File: src/rtl/argmax_pkg.sv
// Shared types and helpers for the streaming argmax block and its
// comparator.
package argmax_pkg;

  typedef enum logic [1:0] {
    S_IDLE,
    S_ACC,
    S_HOLD
  } state_t;

  function automatic int idx_width(input int n);
    return (n < 2) ? 1 : $clog2(n);
  endfunction

  localparam int N_MAX_DEF = 16;
  localparam int LEN_W_DEF = idx_width(N_MAX_DEF) + 1;

  typedef logic [LEN_W_DEF-1:0] len_t;

endpackage

File: src/rtl/argmax_cmp.sv
// Update-enable for a running maximum. take is high when cand should
// replace cur.
module argmax_cmp #(
  parameter int W        = 8,
  parameter bit SIGNED   = 1'b0,
  parameter bit TIE_LAST = 1'b0
) (
  input  logic [W-1:0] cand,
  input  logic [W-1:0] cur,
  output logic         take
);

  logic gt;
  logic eq;

  generate
    if (SIGNED) begin : g_sgn
      assign gt = $signed(cand) > $signed(cur);
    end else begin : g_uns
      assign gt = cand > cur;
    end
  endgenerate

  assign eq   = cand == cur;
  assign take = gt | (TIE_LAST & eq);

endmodule

File: src/rtl/argmax_stream.sv
// Streaming argmax: one element per cycle in, one held
// max/index/length result out per vector.
module argmax_stream
  import argmax_pkg::*;
#(
  parameter int W        = 8,
  parameter int N_MAX    = 16,
  parameter int IDX_W    = idx_width(N_MAX),
  parameter bit SIGNED   = 1'b0,
  parameter bit TIE_LAST = 1'b0
) (
  input  logic             clk,
  input  logic             rst_n,
  input  logic             in_valid,
  output logic             in_ready,
  input  logic [W-1:0]     in_data,
  input  logic             in_last,
  output logic             out_valid,
  input  logic             out_ready,
  output logic [W-1:0]     out_max,
  output logic [IDX_W-1:0] out_idx,
  output logic [IDX_W:0]   out_len,
  output logic             out_ovf
);

  localparam logic [IDX_W:0] LAST_CNT = (IDX_W+1)'(N_MAX - 1);
  localparam logic [IDX_W:0] ONE      = (IDX_W+1)'(1);

  state_t           state;
  logic [W-1:0]     max_q;
  logic [IDX_W-1:0] idx_q;
  logic [IDX_W:0]   cnt_q;
  logic             ovf_q;
  logic             vld_q;
  logic             take;

  argmax_cmp #(
    .W        (W),
    .SIGNED   (SIGNED),
    .TIE_LAST (TIE_LAST)
  ) u_cmp (
    .cand (in_data),
    .cur  (max_q),
    .take (take)
  );

  assign in_ready  = state != S_HOLD;
  assign out_valid = vld_q;
  assign out_max   = max_q;
  assign out_idx   = idx_q;
  assign out_len   = cnt_q;
  assign out_ovf   = ovf_q;

  always_ff @(posedge clk or negedge rst_n) begin
    if (!rst_n) begin
      state <= S_IDLE;
      max_q <= '0;
      idx_q <= '0;
      cnt_q <= '0;
      ovf_q <= 1'b0;
      vld_q <= 1'b0;
    end else begin
      unique case (state)
        S_IDLE: begin
          if (in_valid) begin
            max_q <= in_data;
            idx_q <= '0;
            cnt_q <= ONE;
            ovf_q <= 1'b0;
            if (in_last) begin
              state <= S_HOLD;
              vld_q <= 1'b1;
            end else begin
              state <= S_ACC;
            end
          end
        end
        S_ACC: begin
          if (in_valid) begin
            if (take) begin
              max_q <= in_data;
              idx_q <= cnt_q[IDX_W-1:0];
            end
            cnt_q <= cnt_q + ONE;
            // in_last wins over the length limit
            if (in_last) begin
              state <= S_HOLD;
              vld_q <= 1'b1;
              ovf_q <= 1'b0;
            end else if (cnt_q == LAST_CNT) begin
              state <= S_HOLD;
              vld_q <= 1'b1;
              ovf_q <= 1'b1;
            end
          end
        end
        S_HOLD: begin
          if (out_ready) begin
            state <= S_IDLE;
            vld_q <= 1'b0;
          end
        end
        default: begin
          state <= S_IDLE;
          vld_q <= 1'b0;
        end
      endcase
    end
  end

endmodule

File: config.mk
export PLATFORM = sky130hd
export DESIGN_NAME = argmax_stream
export DESIGN_NICKNAME = d
export VERILOG_FILES = /design/src/rtl/argmax_pkg.sv /design/src/rtl/argmax_cmp.sv /design/src/rtl/argmax_stream.sv
export SDC_FILE = /design/constraint.sdc
export NUM_CORES = 1
export LEC_CHECK = 0
export CAP_MARGIN = 20
export CELL_PAD_IN_SITES_DETAIL_PLACEMENT = 0
export CELL_PAD_IN_SITES_GLOBAL_PLACEMENT = 1
export CORE_UTILIZATION = 36
export DETAILED_ROUTE_END_ITERATION = 8
export GPL_ROUTABILITY_DRIVEN = 0
export PLACE_DENSITY = 0.77
export SLEW_MARGIN = 0
export SYNTH_ARGS = -nofsm -noshare
export SYNTH_HDL_FRONTEND = slang
export SYNTH_SLANG_ARGS = --single-unit
File: constraint.sdc
create_clock -name clk -period 2.5 [get_ports clk]
set_clock_uncertainty 0.15 [all_clocks]
set_input_delay 0.5 -clock clk [delete_from_list [all_inputs] [get_ports clk]]
set_output_delay 0.5 -clock clk [all_outputs]
set_load 0.01 [all_outputs]
## Word-level counts from Yosys, hierarchy flattened

Cells that the tools add are included.

- Reductions and logical operators: 7
- Muxes and demuxes: 29
- $lt $le $gt $ge: 1
- Equality and inequality tests: 10
- Add/sub/neg operators: 1

Operators with widths:

| cell | count |
|---|---|
| $mux W8 | 3 |
| $pmux W8 S2 | 1 |
| $mux W2 | 6 |
| $mux W4 | 3 |
| $ne A2 B2 Y1 const B | 6 |
| $reduce_and A4 Y1 | 3 |
| $mux W5 | 2 |
| $pmux W5 S2 | 1 |
| $mux W1 | 9 |
| $gt A8 B8 Y1 | 1 |
| $pmux W4 S2 | 1 |
| $pmux W2 S3 | 1 |
| $add A5 B1 Y5 const B | 1 |
| $eq A5 B4 Y1 const B | 1 |
| $reduce_and A5 Y1 | 1 |
| $ne A3 B3 Y1 const B | 1 |
| $pmux W1 S3 | 1 |
| $reduce_and A3 Y1 | 1 |
| $eq A2 B1 Y1 const B | 1 |
| $eq A2 B2 Y1 const B | 1 |
| $logic_not A2 Y1 | 1 |
| $pmux W1 S2 | 1 |
| $reduce_bool A2 Y1 | 1 |

- Input port bits: 13
- Word-level logic and storage cells: 54
- Output and inout port bits: 20
- Register bits after elaboration: 21

## Logic depth before layout (Yosys ltp)

- Word-level depth: 5
- Mapped depth: 8
- Gate-level depth less buffers: 7

## Modules after synthesis

From an unflattened synthesis, not the netlist that was laid out.

- Cells, all modules: 107
- Area, all modules: 1,167.4 sq um

Modules (own cells, without submodules):

| module | area an instance (sq um) | instances | sequential area each (sq um) | cells each |
|---|---|---|---|---|
| argmax_stream | 942.2 | 1 | 525.5 | 80 |
| argmax_cmp | 225.2 | 1 | 0.0 | 27 |

## Worst setup path after synthesis

OpenSTA, ideal clock, no wires.

- Path type: input-to-reg
- Start point: in in_data[1]
- End point: reg max_q[0], in the netlist out_max[0]
- Required time: 2,225 ps
- Slack: 436 ps
- Library setup time: 125 ps
- Arrival time: 1,789 ps
- Path buffers: 1
- Cell stages on the path: 7
- Cell sequence: ha_1 nor2b_1 o211ai_1 a21oi_1 o21ai_2 buf_6 mux2_4

- Cells in the longest elaborated chain, start to end: 3

RTL lines:

| element | RTL line | text |
|---|---|---|
| start: declaration | argmax_stream.sv:16 | `input logic [W-1:0] in_data,` |
| $gt A8 B8 Y1 | argmax_cmp.sv:20 | `assign gt = cand > cur;` |
| $ne A2 B2 Y1 (no line) | - |  |
| $reduce_and A4 Y1 (no line) | - |  |
| end signal: assignment | argmax_stream.sv:66 | `max_q <= in_data;` |
| end signal: assignment | argmax_stream.sv:81 | `max_q <= in_data;` |
| end: declaration | argmax_stream.sv:30 | `logic [W-1:0] max_q;` |

Every way passes these cells.
A chain may end at the register's enable or synchronous reset.

## Worst setup path in the final report

- Start point: reg state[0]
- End point: out in_ready

- Cells in the longest elaborated chain, start to end: 1

RTL lines:

| element | RTL line | text |
|---|---|---|
| start: declaration | argmax_stream.sv:29 | `state_t state;` |
| start signal: assignment | argmax_stream.sv:56 | `state <= S_IDLE;` |
| start signal: assignment | argmax_stream.sv:71 | `state <= S_HOLD;` |
| start signal: assignment | argmax_stream.sv:74 | `state <= S_ACC;` |
| $ne A2 B2 Y1 | argmax_stream.sv:47 | `assign in_ready = state != S_HOLD;` |
| end: declaration | argmax_stream.sv:15 | `output logic in_ready,` |

Every way passes these cells.

==> impl_metrics.ini <==
[status]
status = completed

[grt]
antenna_found_initial = 0
grt_max_degree = 22
grt_pass1_vias = 805
grt_util_all_layers = 0.140
grt_pass1_wl_mm = 3.68
grt-ovfl-total = 0

[clock_tree]
ctsResizeCount = 0
htreeDepth = 1
clk_path_buf_depth = 2
post_cts_buffers = 0
clock-sinks = 21
cts_tree = yes
cts_buffers = 3
cts_root_buf = clkbuf_4
cts_hold_buf = 0
clkTransAtPathRegs_ns = 0.12
clkLatencyLatePin_ns = 0.30

[drt]
drtAntennaViolNets = 0
wl_per_cell_um = 11.5
drc_errors = 0
wl_mm = 2.24
first_pass_iters = 4
drtIter0Drc = 25
vias = 897
via_per_inst = 4.60

[worst_setup_path]
rr_startpoint = out_max[1]
worst-setup-path-type = flip-flop to primary output
end_kind = primary output
cp-start-kind = flip-flop
timing.reg2reg.setup_slack_ns = 0.50
worstReg2RegEnd = out_max[7]
cp_slowest_cell = clkdlybuf4s50_1
cp.arrival_ns = 1.69
reg2reg_depth = 8
critPathRequiredTime_ns = 1.85
cp_cell_sequence = inv_1 -> nand2_1 -> clkdlybuf4s50_1
max_stage_delay_ns = 0.54
crit_fanout = 8

[synth]
syn-cell-area_um2 = 1190
ys_warn_count = 0
syn_area_per_cell_um2 = 10.4
synth_cells = 114
ys_seq_area_frac = 0.443
synth_seq_cells = 21
synth_cell_type_count = 28
syn_nets = 137

[pwr]
comb_power_share = 0.530
internal-power_mw = 1.02
peakVddDrop_v = 0.000503
pwr-share-clk = 0.101
p_seq_frac = 0.370
leakagePower_nw = 0.740
power-per-cell-area_nw_per_um2 = 1010
p_switching_mw = 0.584
switching_share = 0.363

[placement]
dp.cells = 191
portBuffers = 32
dp_hpwl_mm = 1.72

[final_layout]
drive_gt1_frac = 0.132
mostFrequentLayoutCells = 32 x clkdlybuf4s50_1, 21 x dfrtp_1, 16 x inv_1
finalNonFillerCells = 195
final_common_cell = clkdlybuf4s50_1
nets = 175
seqCellArea_um2 = 526
multiInputGateArea_um2 = 567
fillCellCount = 309
diodes = 0
syn_to_final_growth_pct = 34.1

[sta]
layout_min_cycle_time_ns = 2.34
fmax_mhz = 428
hold_violations = 0
setup_violations = 0
slew_viol_final = 0
holdWs_ns = 0.374
finalCritPeriodShare = 0.934
rsz0062_at_grt = no
tightestPinTransition_ns = 0.373
slew_headroom = 0.751

[die]
die_x_um = 59.4
placementRows = 20
coreArea_um2 = 3100
start_util = 0.383
dieHeight_um = 59.4
ios = 33
die-area_um2 = 3530

[min_path]
min_from = out_len[4]
min_path_type = flip-flop to flip-flop
whs_path_depth = 2
hold_end = out_len[4]

[run]
drv_cap = 0
## cell families after synthesis
group | synth area share
flip-flops | 0.443
AO/OA/AOI/OAI | 0.130
adder cells (fa/ha/maj) | 0.105
buffers and inverters | 0.0801
AND/OR/NAND/NOR | 0.105
multiplexers | 0.137
## layer usage
| metal | global-route usage | share of wire |
|---|---|---|
| met5 | 0 | 0 |
| met4 | 0.0510 | 0.0054 |
| met3 | 0.0306 | 0.043 |
| met2 | 0.210 | 0.46 |
| met1 | 0.197 | 0.49 |
## power groups by stage
stage	sequential [mW]	clock, mW	combinational [mW]
2_1_floorplan	0.609	0	0.499
3_3_place_gp	0.598	0	0.844
3_5_place_dp	0.604	0	0.859
4_1_cts	0.596	0.175	0.862
5_1_grt	0.614	0.188	0.949
6_report	0.594	0.162	0.852
## synth_stat cells (all sizes together)
master / count / share of area
a21oi: 10 / 0.042
nor3: 1 / 0.0042
mux2: 8 / 0.095
nor2: 4 / 0.013
o31ai: 1 / 0.0063
buf: 3 / 0.025
o21ai: 7 / 0.033
clkbuf: 1 / 0.0042
a41oi: 1 / 0.014
nand4: 2 / 0.011
nand2b: 2 / 0.011
nor2b: 1 / 0.0053
nand2: 12 / 0.038
o21bai: 1 / 0.016
nand3: 3 / 0.013
ha: 10 / 0.11
o211ai: 1 / 0.0063
inv: 16 / 0.051
mux2i: 5 / 0.042
o221ai: 1 / 0.0074
and2b: 1 / 0.0063
and3: 1 / 0.0053
o22ai: 1 / 0.0053
dfrtp: 21 / 0.44
## per-stage QoR
| step | setup TNS [ns] | power [mW] | util | cell area, um2 | setup WS [ns] |
|---|---|---|---|---|---|
| finish | 0 | 1.61 | 0.513 | 1590 | 0.164 |
| CTS | 0 | 1.63 | 0.513 | 1590 | 0.147 |
| detailed placement | -0.330 | 1.46 | 0.504 | 1570 | -0.0490 |
| global placement | 0 | 1.44 | 0.504 | 1570 | 0.0206 |
| floorplan | 0 | 1.11 | - | 1190 | 0.436 |
| global route | 0 | 1.75 | 0.513 | 1590 | 0.0683 |
## state kept, by name, indices dropped and copies added (netlist names)
| signal | flops |
|---|---|
| out_valid | 1 |
| state | 2 |
| out_idx | 4 |
| out_len | 5 |
| out_max | 8 |
| out_ovf | 1 |
## final cells by class
type	count	share of cell area
Tap cell	44	0.0346
Inverter	16	0.0377
Multi-Input combinational cell	73	0.356
Clock inverter	1	0.00314
Timing Repair Buffer	37	0.225
Sequential cell	21	0.330
Clock buffer	3	0.0141
## worst max-delay path by stage
stage,start,depth (start not counted),to,slack (ns)
after global routing,state[0],3,in_ready,0.07
after detailed placement,in_data[1],8,out_max[6],-0.05
after global placement,in_data[7],7,out_max[7],0.02
after floorplan,in_data[1],7,out_max[0],0.44
after CTS,state[0],3,in_ready,0.15
final,state[0],3,in_ready,0.16
## critical path: cells and delay by family, from the launching register on
kind	cells	cell delay, ns
and+or+nand+nor	1	0.12
DFF	1	0.53
buffers and inverters	2	0.73
(Power assumes the default switching activity.)
